**src/rtl/decode_pkg.sv**
```systemverilog
// Shared MIPS-I decode types, encodings and legality helpers.
package decode_pkg;

  // Record members are sized for the widest supported datapath; narrower
  // configurations leave the upper bits at zero.
  localparam int unsigned DATA_W_MAX = 64;

  localparam logic [5:0] OP_SPECIAL = 6'd0;
  localparam logic [5:0] OP_J       = 6'd2;
  localparam logic [5:0] OP_JAL     = 6'd3;
  localparam logic [5:0] OP_BEQ     = 6'd4;
  localparam logic [5:0] OP_BNE     = 6'd5;
  localparam logic [5:0] OP_ADDI    = 6'd8;
  localparam logic [5:0] OP_ADDIU   = 6'd9;
  localparam logic [5:0] OP_SLTI    = 6'd10;
  localparam logic [5:0] OP_SLTIU   = 6'd11;
  localparam logic [5:0] OP_ANDI    = 6'd12;
  localparam logic [5:0] OP_ORI     = 6'd13;
  localparam logic [5:0] OP_XORI    = 6'd14;
  localparam logic [5:0] OP_LUI     = 6'd15;
  localparam logic [5:0] OP_LB      = 6'd32;
  localparam logic [5:0] OP_LW      = 6'd35;
  localparam logic [5:0] OP_SB      = 6'd40;
  localparam logic [5:0] OP_SW      = 6'd43;

  localparam logic [5:0] F_SLL  = 6'd0;
  localparam logic [5:0] F_SRL  = 6'd2;
  localparam logic [5:0] F_SRA  = 6'd3;
  localparam logic [5:0] F_JR   = 6'd8;
  localparam logic [5:0] F_JALR = 6'd9;
  localparam logic [5:0] F_ADD  = 6'd32;
  localparam logic [5:0] F_ADDU = 6'd33;
  localparam logic [5:0] F_SUB  = 6'd34;
  localparam logic [5:0] F_SUBU = 6'd35;
  localparam logic [5:0] F_AND  = 6'd36;
  localparam logic [5:0] F_OR   = 6'd37;
  localparam logic [5:0] F_XOR  = 6'd38;
  localparam logic [5:0] F_NOR  = 6'd39;
  localparam logic [5:0] F_SLT  = 6'd42;
  localparam logic [5:0] F_SLTU = 6'd43;

  typedef enum logic [1:0] {
    FMT_R = 2'd0,
    FMT_I = 2'd1,
    FMT_J = 2'd2
  } fmt_e;

  typedef struct packed {
    logic [5:0]            opcode;
    logic [4:0]            rs;
    logic [4:0]            rt;
    logic [4:0]            rd;
    logic [4:0]            shamt;
    logic [5:0]            funct;
    logic [15:0]           imm;
    logic [25:0]           addr;
    fmt_e                  fmt;
    logic                  illegal;
    logic [DATA_W_MAX-1:0] imm_ext;
    logic [DATA_W_MAX-1:0] jaddr;
    logic [DATA_W_MAX-1:0] pc;
  } decoded_t;

  function automatic logic legal_opcode(input logic [5:0] op);
    case (op)
      OP_SPECIAL, OP_J, OP_JAL, OP_BEQ, OP_BNE, OP_ADDI, OP_ADDIU, OP_SLTI, OP_SLTIU,
      OP_ANDI, OP_ORI, OP_XORI, OP_LUI, OP_LB, OP_LW, OP_SB, OP_SW: legal_opcode = 1'b1;
      default: legal_opcode = 1'b0;
    endcase
  endfunction

  function automatic logic legal_funct(input logic [5:0] fn);
    case (fn)
      F_SLL, F_SRL, F_SRA, F_JR, F_JALR, F_ADD, F_ADDU, F_SUB, F_SUBU,
      F_AND, F_OR, F_XOR, F_NOR, F_SLT, F_SLTU: legal_funct = 1'b1;
      default: legal_funct = 1'b0;
    endcase
  endfunction

endpackage

```
**src/rtl/decode_if.sv**
```systemverilog
// Fetch-side and register-read-side signals of the decode stage.
interface decode_if import decode_pkg::*; #(
  parameter int unsigned DATA_W = 32,
  parameter int unsigned DEPTH  = 2
);
  localparam int unsigned CNT_W = $clog2(DEPTH + 1);

  logic              flush;
  logic              in_valid;
  logic              in_ready;
  logic [31:0]       in_instr;
  logic [DATA_W-1:0] in_pc;
  logic              out_valid;
  logic              out_ready;
  logic [5:0]        out_opcode;
  logic [4:0]        out_rs;
  logic [4:0]        out_rt;
  logic [4:0]        out_rd;
  logic [4:0]        out_shamt;
  logic [5:0]        out_funct;
  logic [15:0]       out_imm;
  logic [25:0]       out_addr;
  fmt_e              out_fmt;
  logic [DATA_W-1:0] out_imm_ext;
  logic [DATA_W-1:0] out_jaddr;
  logic              out_illegal;
  logic [DATA_W-1:0] out_pc;
  logic [CNT_W-1:0]  count;

  modport master (
    output flush, in_valid, in_instr, in_pc, out_ready,
    input  in_ready, out_valid, out_opcode, out_rs, out_rt, out_rd, out_shamt, out_funct,
           out_imm, out_addr, out_fmt, out_imm_ext, out_jaddr, out_illegal, out_pc, count
  );

  modport slave (
    input  flush, in_valid, in_instr, in_pc, out_ready,
    output in_ready, out_valid, out_opcode, out_rs, out_rt, out_rd, out_shamt, out_funct,
           out_imm, out_addr, out_fmt, out_imm_ext, out_jaddr, out_illegal, out_pc, count
  );
endinterface

```
**src/rtl/decode_fields.sv**
```systemverilog
// Combinational split of one instruction word into a decoded record.
module decode_fields import decode_pkg::*; #(
  parameter int unsigned DATA_W = 32
) (
  input  logic [31:0]       i_instr,
  input  logic [DATA_W-1:0] i_pc,
  output decoded_t          o_dec
);
  logic [5:0]         w_opcode;
  logic [5:0]         w_funct;
  logic [15:0]        w_imm;
  logic [31:0]        w_lui;
  logic [DATA_W-1:0]  w_imm_ext;
  logic [DATA_W-29:0] w_seg;
  logic [DATA_W-1:0]  w_jaddr;

  assign w_opcode = i_instr[31:26];
  assign w_funct  = i_instr[5:0];
  assign w_imm    = i_instr[15:0];
  assign w_lui    = {w_imm, 16'h0000};

  // Segment of pc+4: the +4 carries into bit 28 only when bits 27:2 are all ones.
  assign w_seg   = i_pc[DATA_W-1:28] + (DATA_W-28)'(&i_pc[27:2]);
  assign w_jaddr = {w_seg, i_instr[25:0], 2'b00};

  // Logical immediates zero-extend, lui shifts up, everything else sign-extends.
  always_comb begin
    case (w_opcode)
      OP_ANDI, OP_ORI, OP_XORI: w_imm_ext = DATA_W'(w_imm);
      OP_LUI:                   w_imm_ext = DATA_W'($signed(w_lui));
      default:                  w_imm_ext = DATA_W'($signed(w_imm));
    endcase
  end

  // Assemble the record; fields are reported even for illegal encodings.
  always_comb begin
    o_dec         = '0;
    o_dec.opcode  = w_opcode;
    o_dec.rs      = i_instr[25:21];
    o_dec.rt      = i_instr[20:16];
    o_dec.rd      = i_instr[15:11];
    o_dec.shamt   = i_instr[10:6];
    o_dec.funct   = w_funct;
    o_dec.imm     = w_imm;
    o_dec.addr    = i_instr[25:0];
    if (w_opcode == OP_SPECIAL) begin
      o_dec.fmt = FMT_R;
    end else if (w_opcode == OP_J || w_opcode == OP_JAL) begin
      o_dec.fmt = FMT_J;
    end else begin
      o_dec.fmt = FMT_I;
    end
    o_dec.illegal = !legal_opcode(w_opcode) ||
                    ((w_opcode == OP_SPECIAL) && !legal_funct(w_funct));
    o_dec.imm_ext = DATA_W_MAX'(w_imm_ext);
    o_dec.jaddr   = DATA_W_MAX'(w_jaddr);
    o_dec.pc      = DATA_W_MAX'(i_pc);
  end
endmodule

```
**src/rtl/decode_stage.sv**
```systemverilog
// Buffered decode stage: decode at the input, queue records in a DEPTH-entry FIFO.
module decode_stage import decode_pkg::*; #(
  parameter int unsigned DATA_W = 32,
  parameter int unsigned DEPTH  = 2
) (
  input logic   clk,
  input logic   rst_n,
  decode_if.slave bus
);
  localparam int unsigned PTR_W = $clog2(DEPTH);
  localparam int unsigned CNT_W = $clog2(DEPTH + 1);

  decoded_t         w_dec;
  decoded_t         w_head;
  decoded_t         r_mem [DEPTH];
  logic [PTR_W-1:0] r_wptr, w_wptr_nxt;
  logic [PTR_W-1:0] r_rptr, w_rptr_nxt;
  logic [CNT_W-1:0] r_count, w_count_nxt;
  logic             w_full, w_empty, w_push, w_pop;

  decode_fields #(.DATA_W(DATA_W)) u_fields (
    .i_instr (bus.in_instr),
    .i_pc    (bus.in_pc),
    .o_dec   (w_dec)
  );

  assign w_full  = (r_count == CNT_W'(DEPTH));
  assign w_empty = (r_count == '0);
  // flush wins over both handshakes in the same cycle.
  assign w_push  = bus.in_valid && !w_full && !bus.flush;
  assign w_pop   = !w_empty && bus.out_ready && !bus.flush;

  // Next pointers and occupancy; pointers wrap naturally since DEPTH is a power of two.
  always_comb begin
    w_wptr_nxt  = r_wptr;
    w_rptr_nxt  = r_rptr;
    w_count_nxt = r_count;
    if (bus.flush) begin
      w_wptr_nxt  = '0;
      w_rptr_nxt  = '0;
      w_count_nxt = '0;
    end else begin
      if (w_push) w_wptr_nxt = r_wptr + PTR_W'(1);
      if (w_pop)  w_rptr_nxt = r_rptr + PTR_W'(1);
      case ({w_push, w_pop})
        2'b10:   w_count_nxt = r_count + CNT_W'(1);
        2'b01:   w_count_nxt = r_count - CNT_W'(1);
        default: w_count_nxt = r_count;
      endcase
    end
  end

  // Pointer and occupancy registers.
  always_ff @(posedge clk or negedge rst_n) begin
    if (!rst_n) begin
      r_wptr  <= '0;
      r_rptr  <= '0;
      r_count <= '0;
    end else begin
      r_wptr  <= w_wptr_nxt;
      r_rptr  <= w_rptr_nxt;
      r_count <= w_count_nxt;
    end
  end

  // Record storage; cleared on reset so an idle stage presents all-zero fields.
  always_ff @(posedge clk or negedge rst_n) begin
    if (!rst_n) begin
      for (int unsigned i = 0; i < DEPTH; i++) r_mem[i] <= '0;
    end else if (w_push) begin
      r_mem[r_wptr] <= w_dec;
    end
  end

  assign w_head = r_mem[r_rptr];

  assign bus.in_ready    = !w_full;
  assign bus.out_valid   = !w_empty;
  assign bus.out_opcode  = w_head.opcode;
  assign bus.out_rs      = w_head.rs;
  assign bus.out_rt      = w_head.rt;
  assign bus.out_rd      = w_head.rd;
  assign bus.out_shamt   = w_head.shamt;
  assign bus.out_funct   = w_head.funct;
  assign bus.out_imm     = w_head.imm;
  assign bus.out_addr    = w_head.addr;
  assign bus.out_fmt     = w_head.fmt;
  assign bus.out_illegal = w_head.illegal;
  assign bus.out_imm_ext = w_head.imm_ext[DATA_W-1:0];
  assign bus.out_jaddr   = w_head.jaddr[DATA_W-1:0];
  assign bus.out_pc      = w_head.pc[DATA_W-1:0];
  assign bus.count       = r_count;

  // Upper record bits are constant zero at narrower widths.
  if (DATA_W < DATA_W_MAX) begin : g_trim
    logic w_unused_hi;
    assign w_unused_hi = ^{w_head.imm_ext[DATA_W_MAX-1:DATA_W],
                           w_head.jaddr[DATA_W_MAX-1:DATA_W],
                           w_head.pc[DATA_W_MAX-1:DATA_W]};
  end
endmodule
```
**src/flat_wrapper.sv**
```systemverilog
// flat-port wrapper written by rule: the top's interface ports become plain ports
module decode_stage_flat import decode_pkg::*;
#(
  parameter int unsigned DATA_W = 32,
  parameter int unsigned DEPTH  = 2
)
  (clk, rst_n, bus_flush, bus_in_valid, bus_in_instr, bus_in_pc, bus_out_ready, bus_in_ready, bus_out_valid, bus_out_opcode, bus_out_rs, bus_out_rt, bus_out_rd, bus_out_shamt, bus_out_funct, bus_out_imm, bus_out_addr, bus_out_fmt, bus_out_imm_ext, bus_out_jaddr, bus_out_illegal, bus_out_pc, bus_count);
  decode_if #(.DATA_W(DATA_W), .DEPTH(DEPTH)) bus_i ();
  input logic clk;
  input logic rst_n;
  input wire logic [$bits(bus_i.flush)-1:0] bus_flush;
  input wire logic [$bits(bus_i.in_valid)-1:0] bus_in_valid;
  input wire logic [$bits(bus_i.in_instr)-1:0] bus_in_instr;
  input wire logic [$bits(bus_i.in_pc)-1:0] bus_in_pc;
  input wire logic [$bits(bus_i.out_ready)-1:0] bus_out_ready;
  output wire logic [$bits(bus_i.in_ready)-1:0] bus_in_ready;
  output wire logic [$bits(bus_i.out_valid)-1:0] bus_out_valid;
  output wire logic [$bits(bus_i.out_opcode)-1:0] bus_out_opcode;
  output wire logic [$bits(bus_i.out_rs)-1:0] bus_out_rs;
  output wire logic [$bits(bus_i.out_rt)-1:0] bus_out_rt;
  output wire logic [$bits(bus_i.out_rd)-1:0] bus_out_rd;
  output wire logic [$bits(bus_i.out_shamt)-1:0] bus_out_shamt;
  output wire logic [$bits(bus_i.out_funct)-1:0] bus_out_funct;
  output wire logic [$bits(bus_i.out_imm)-1:0] bus_out_imm;
  output wire logic [$bits(bus_i.out_addr)-1:0] bus_out_addr;
  output wire logic [$bits(bus_i.out_fmt)-1:0] bus_out_fmt;
  output wire logic [$bits(bus_i.out_imm_ext)-1:0] bus_out_imm_ext;
  output wire logic [$bits(bus_i.out_jaddr)-1:0] bus_out_jaddr;
  output wire logic [$bits(bus_i.out_illegal)-1:0] bus_out_illegal;
  output wire logic [$bits(bus_i.out_pc)-1:0] bus_out_pc;
  output wire logic [$bits(bus_i.count)-1:0] bus_count;
  assign bus_i.flush = bus_flush;
  assign bus_i.in_valid = bus_in_valid;
  assign bus_i.in_instr = bus_in_instr;
  assign bus_i.in_pc = bus_in_pc;
  assign bus_i.out_ready = bus_out_ready;
  assign bus_in_ready = bus_i.in_ready;
  assign bus_out_valid = bus_i.out_valid;
  assign bus_out_opcode = bus_i.out_opcode;
  assign bus_out_rs = bus_i.out_rs;
  assign bus_out_rt = bus_i.out_rt;
  assign bus_out_rd = bus_i.out_rd;
  assign bus_out_shamt = bus_i.out_shamt;
  assign bus_out_funct = bus_i.out_funct;
  assign bus_out_imm = bus_i.out_imm;
  assign bus_out_addr = bus_i.out_addr;
  assign bus_out_fmt = bus_i.out_fmt;
  assign bus_out_imm_ext = bus_i.out_imm_ext;
  assign bus_out_jaddr = bus_i.out_jaddr;
  assign bus_out_illegal = bus_i.out_illegal;
  assign bus_out_pc = bus_i.out_pc;
  assign bus_count = bus_i.count;
  decode_stage #(.DATA_W(DATA_W), .DEPTH(DEPTH)) u_core (.clk(clk), .rst_n(rst_n), .bus(bus_i));
endmodule
```
**config.mk**
```make
export PLATFORM = sky130hd
export DESIGN_NAME = decode_stage_flat
export DESIGN_NICKNAME = d
export VERILOG_FILES = /design/src/rtl/decode_pkg.sv /design/src/rtl/decode_if.sv /design/src/rtl/decode_fields.sv /design/src/rtl/decode_stage.sv /design/src/flat_wrapper.sv
export SDC_FILE = /design/constraint.sdc
export NUM_CORES = 1
export LEC_CHECK = 0
export ABC_AREA = 1
export ABC_CLOCK_PERIOD_IN_PS = 2200
export BUFFER_PORTS_ARGS = -buffer_cell sky130_fd_sc_hd__buf_2
export CAP_MARGIN = 0
export CORE_ASPECT_RATIO = 1.25
export CORE_MARGIN = 10
export CORE_UTILIZATION = 43
export DETAILED_ROUTE_END_ITERATION = 10
export PLACE_DENSITY = 0.74
export SLEW_MARGIN = 10
export SYNTH_ARGS = -nofsm -noshare
export SYNTH_HDL_FRONTEND = slang
export SYNTH_SLANG_ARGS = --single-unit
```
**constraint.sdc**
```tcl
create_clock -name clk -period 2.2 [get_ports clk]
set_clock_uncertainty 0.15 [all_clocks]
set_input_delay 0.22 -clock clk [delete_from_list [all_inputs] [get_ports clk]]
set_output_delay 0.22 -clock clk [all_outputs]
set_load 0.02 [all_outputs]
```
==> summary.md <==
| Metric | Value |
|---|---|
| First-pass GRT wire length | 48160 µm |
| Fraction of layout cells with a size suffix above 1 | 0.2183 |
| Maximum operating frequency | 453.4 MHz |
| Number of synthesized register bits | 210 |
| Run status | finished, violations left |
| Pin count of the biggest net entering global routing | 102 |
| Count of routing violations after the opening detailed-route iteration | 688 |
| Sequential share of the synthesized area | 0.5199 |
| Slew at the pin closest to its max-slew limit | 609.0 ps |
| Unrepaired setup endpoints after global routing | true |
| Slowest cell on the critical path | sky130_fd_sc_hd__dfrtp_4 |
| Total congestion overflow | 0 |
| Critical path data required time | 1830 ps |
| Placed cell area | 11130 µm² |
| Die area | 30080 µm² |
| Most frequent cell after synthesis | sky130_fd_sc_hd__nand2_1 |
| First-pass DRT Iterations | 7 |
| Clock input transition at the sequential cells of the worst setup and hold paths | 60 ps |
| Post-CTS setup buffer count | 0 |
| Main area contributors after synthesis | sky130_fd_sc_hd__dfrtp_1 (52%), sky130_fd_sc_hd__nand2_1 (22%), sky130_fd_sc_hd__o21ai_0 (5.4%) |
| Cells along the critical path | clkinv_4 -> bufbuf_16 -> nand2_1 -> o21ai_1 -> buf_4 |
| Fillcell total | 2042 |
| Max FO, Critical Path | 15 |
| Critical path class | register to primary output |
| Routed vias | 9034 |
| Pleak | 7.087 nW |
| Path category of the worst min-delay check | input port to asynchronous set/reset pin |
| Die X-Extent | 157.1 µm |
| Clock tree from TritonCTS | done |
| GR Util All Layers | 0.1952 |
| Number of warning messages in the yosys log | 0 |
| Residual antenna-violating net count after detailed routing | 0 |
| Total I/O pin count | 246 |
| Most numerous cell types in the synthesized netlist | sky130_fd_sc_hd__nand2_1 (593), sky130_fd_sc_hd__dfrtp_1 (210), sky130_fd_sc_hd__o21ai_0 (110) |
| Drt total wl | 30010 µm |
| Gp weighted congestion | 0.7818 |
| Via-per-instance ratio | 4.969 |
| Largest stage delay, worst path | 530 ps |
| Number of antenna violations at the first check in global routing | 0 |
| Data arrival time at the worst-slack endpoint | 1840 ps |
| Setup crit end kind | primary output |
| Predominant post-synthesis flop cell | sky130_fd_sc_hd__dfrtp_1 |
| Power per standard cell area | 1488 nW/µm² |
| Post-synthesis instance area | 10110 µm² |
| TritonCTS sink count | 210 |
| Tcrit/Tclk final | 1.003 |
| Cell type with the largest total area after synthesis | sky130_fd_sc_hd__dfrtp_1 |
| Setup Slack @ Placement | 116.2 ps |
| Final core utilization | 0.5561 |
| Clock insertion delay at the later pin of the skew report | 500 ps |
| CTS buffer count | 22 |
| Buffer type at the clock tree root | sky130_fd_sc_hd__clkbuf_16 |
| Layout overhead on the synthesized area | 26.75% |
| Antenna Diode Count | 0 |
| Routed wire per std cell | 16.51 µm |
| Async set or reset register ratio after synthesis | 1.000 |
| Instance count of the mapped netlist | 1291 |
| Synth cell types | 28 |
| Max Cap Violations | 0 |
| Number of buffer cells added on primary ports | 243 |
| Post-Layout Inst Area | 12810 µm² |
| Setup crit start kind | register |
| Final-stage net count | 1590 |
| EDFF count, synth | 0 |
| Via count of the first global-routing pass | 9256 |
| Total power consumption of the routed design | 19.06 mW |
| Final routed DRC violation total | 0 |
| Starting utilization of the core area | 0.4387 |
| Max-Slew Margin vs Limit | 0.5940 |
| Number of H-tree branching levels | 1 |
| Count of final hold-check violations | 0 |
| Vertical die dimension | 191.4 µm |
| Setup slack after layout | -5.709 ps |
| Max-slew violations | 0 |
| Setup_tns | -5.709 ps |
| Max VDD drop | 0.0009536 V |
| Placed wire-length estimate after detailed placement | 18810 µm |
| Placeable Area | 23040 µm² |
| Number of standard-cell rows in the floorplan | 62 |
| Max Root-Sink Buffers | 3 |
| Violated checks | negative setup slack |
| # setup viols final | 1 |
| Top-area cell type share of the netlist area | 0.5199 |
| Min Tclk post-route | 2206 ps |
| Synth Area per Inst | 7.830 µm² |
## power by group
group / switching, mW / internal, mW / total (mW)
sequential: 0.878 / 5.58 / 6.46
combinational: 5.78 / 3.07 / 8.85
clock: 1.53 / 2.22 / 3.75
## cell families (layout without fill, tap and decap cells)
family | Yosys count | in the layout | synth area share
and+or+nand+nor | 642 | 642 | 0.2485
buffers and inverters | 239 | 477 | 0.1248
DFF | 210 | 210 | 0.5199
AOI/OAI and AO/OA | 190 | 190 | 0.09642
adders and majority gates | 6 | 6 | 0.007426
xor gates and xnor gates | 3 | 3 | 0.002600
other | 1 | 2 | 0.0003710
## flip-flops by register name, indices dropped and copies added (netlist names)
name and flops:
u_core.bus.count 2, u_core.r_rptr 1, u_core.r_wptr 1, u_core.r_mem 206
## routing by layer
| metal | track usage | share of wire | vias to the layer above | wire (µm) |
|---|---|---|---|---|
| met1 | 0.2324 | 0.40 | 4314 | 11900 |
| met5 | 0 | 0 | - | 0 |
| met4 | 0.04251 | 0.015 | 0 | 463 |
| met3 | 0.04565 | 0.080 | 35 | 2390 |
| met2 | 0.3492 | 0.51 | 301 | 15260 |
| li1 | - | - | 4384 | - |
## placed cells by master (no fill, tap or decap), types with 5 or more instances in the layout
cell / synthesis / routed
sky130_fd_sc_hd__nand3_1: 27 / 27
sky130_fd_sc_hd__dlygate4sd3_1: 0 / 68
sky130_fd_sc_hd__nor2_1: 9 / 9
sky130_fd_sc_hd__clkbuf_8: 0 / 7
sky130_fd_sc_hd__buf_2: 20 / 202
sky130_fd_sc_hd__a21oi_1: 5 / 5
sky130_fd_sc_hd__nand2_2: 2 / 8
sky130_fd_sc_hd__o21ai_1: 59 / 71
sky130_fd_sc_hd__clkbuf_16: 0 / 23
sky130_fd_sc_hd__nand2_1: 593 / 587
sky130_fd_sc_hd__ha_1: 6 / 6
sky130_fd_sc_hd__buf_4: 70 / 49
sky130_fd_sc_hd__buf_12: 0 / 10
sky130_fd_sc_hd__clkinv_2: 0 / 6
sky130_fd_sc_hd__dfrtp_1: 210 / 209
sky130_fd_sc_hd__inv_1: 96 / 96
sky130_fd_sc_hd__o21ai_0: 110 / 89
sky130_fd_sc_hd__o21ai_2: 1 / 9
sky130_fd_sc_hd__o22ai_1: 14 / 14
## critical path, delay by kind of cell (launching register included)
kind,cells,cell delay (ps)
buf+inv,3,630
flops,1,530
simple gates,1,60
compound gates,1,110
## layout make-up
type                    count  area (µm²)  area share
repair buffers            336        2412      0.1883
inverters                 102       392.9     0.03066
flip-flops and latches    210        5259      0.4104
clock buffers              32       669.4     0.05225
well taps                 288       360.3     0.02813
multi-input cells         843        3659      0.2855
clock inverters             7       60.06    0.004687
## through the flow
step / hold WS [ps] / std cells
final: 25.30 / 1818
after global routing: 32.36 / 1818
after CTS: 27.89 / 1818
after detailed placement: -34.60 / 1709
after global placement: -34.52 / 1709
after floorplan: -225.6 / 1292
## final timing paths
check / start / endpoint / slack [ps] / cells past startpoint
worst max-delay path: u_core.r_rptr / bus_out_imm_ext[0] / -6 / 5
worst max register to register: u_core.bus.count[0] / u_core.r_mem[411] / 270 / 9
worst min register to register: u_core.r_mem[79] / u_core.r_mem[79] / 320 / 2
max in group asynchronous: rst_n / u_core.r_mem[14] / 1180 / 3
worst min-delay path: rst_n / u_core.r_mem[403] / 30 / 2
min in group clk: u_core.r_mem[79] / u_core.r_mem[79] / 320 / 2
## repair_timing
action / CTS / global route
resized for setup: 39 / 46
gates cloned: 3 / 0
hold buffers: 68 / 0
setup endpoints to repair: 83 / 112
hold endpoints to repair: 392 / 0
(Power assumes the default switching activity.)
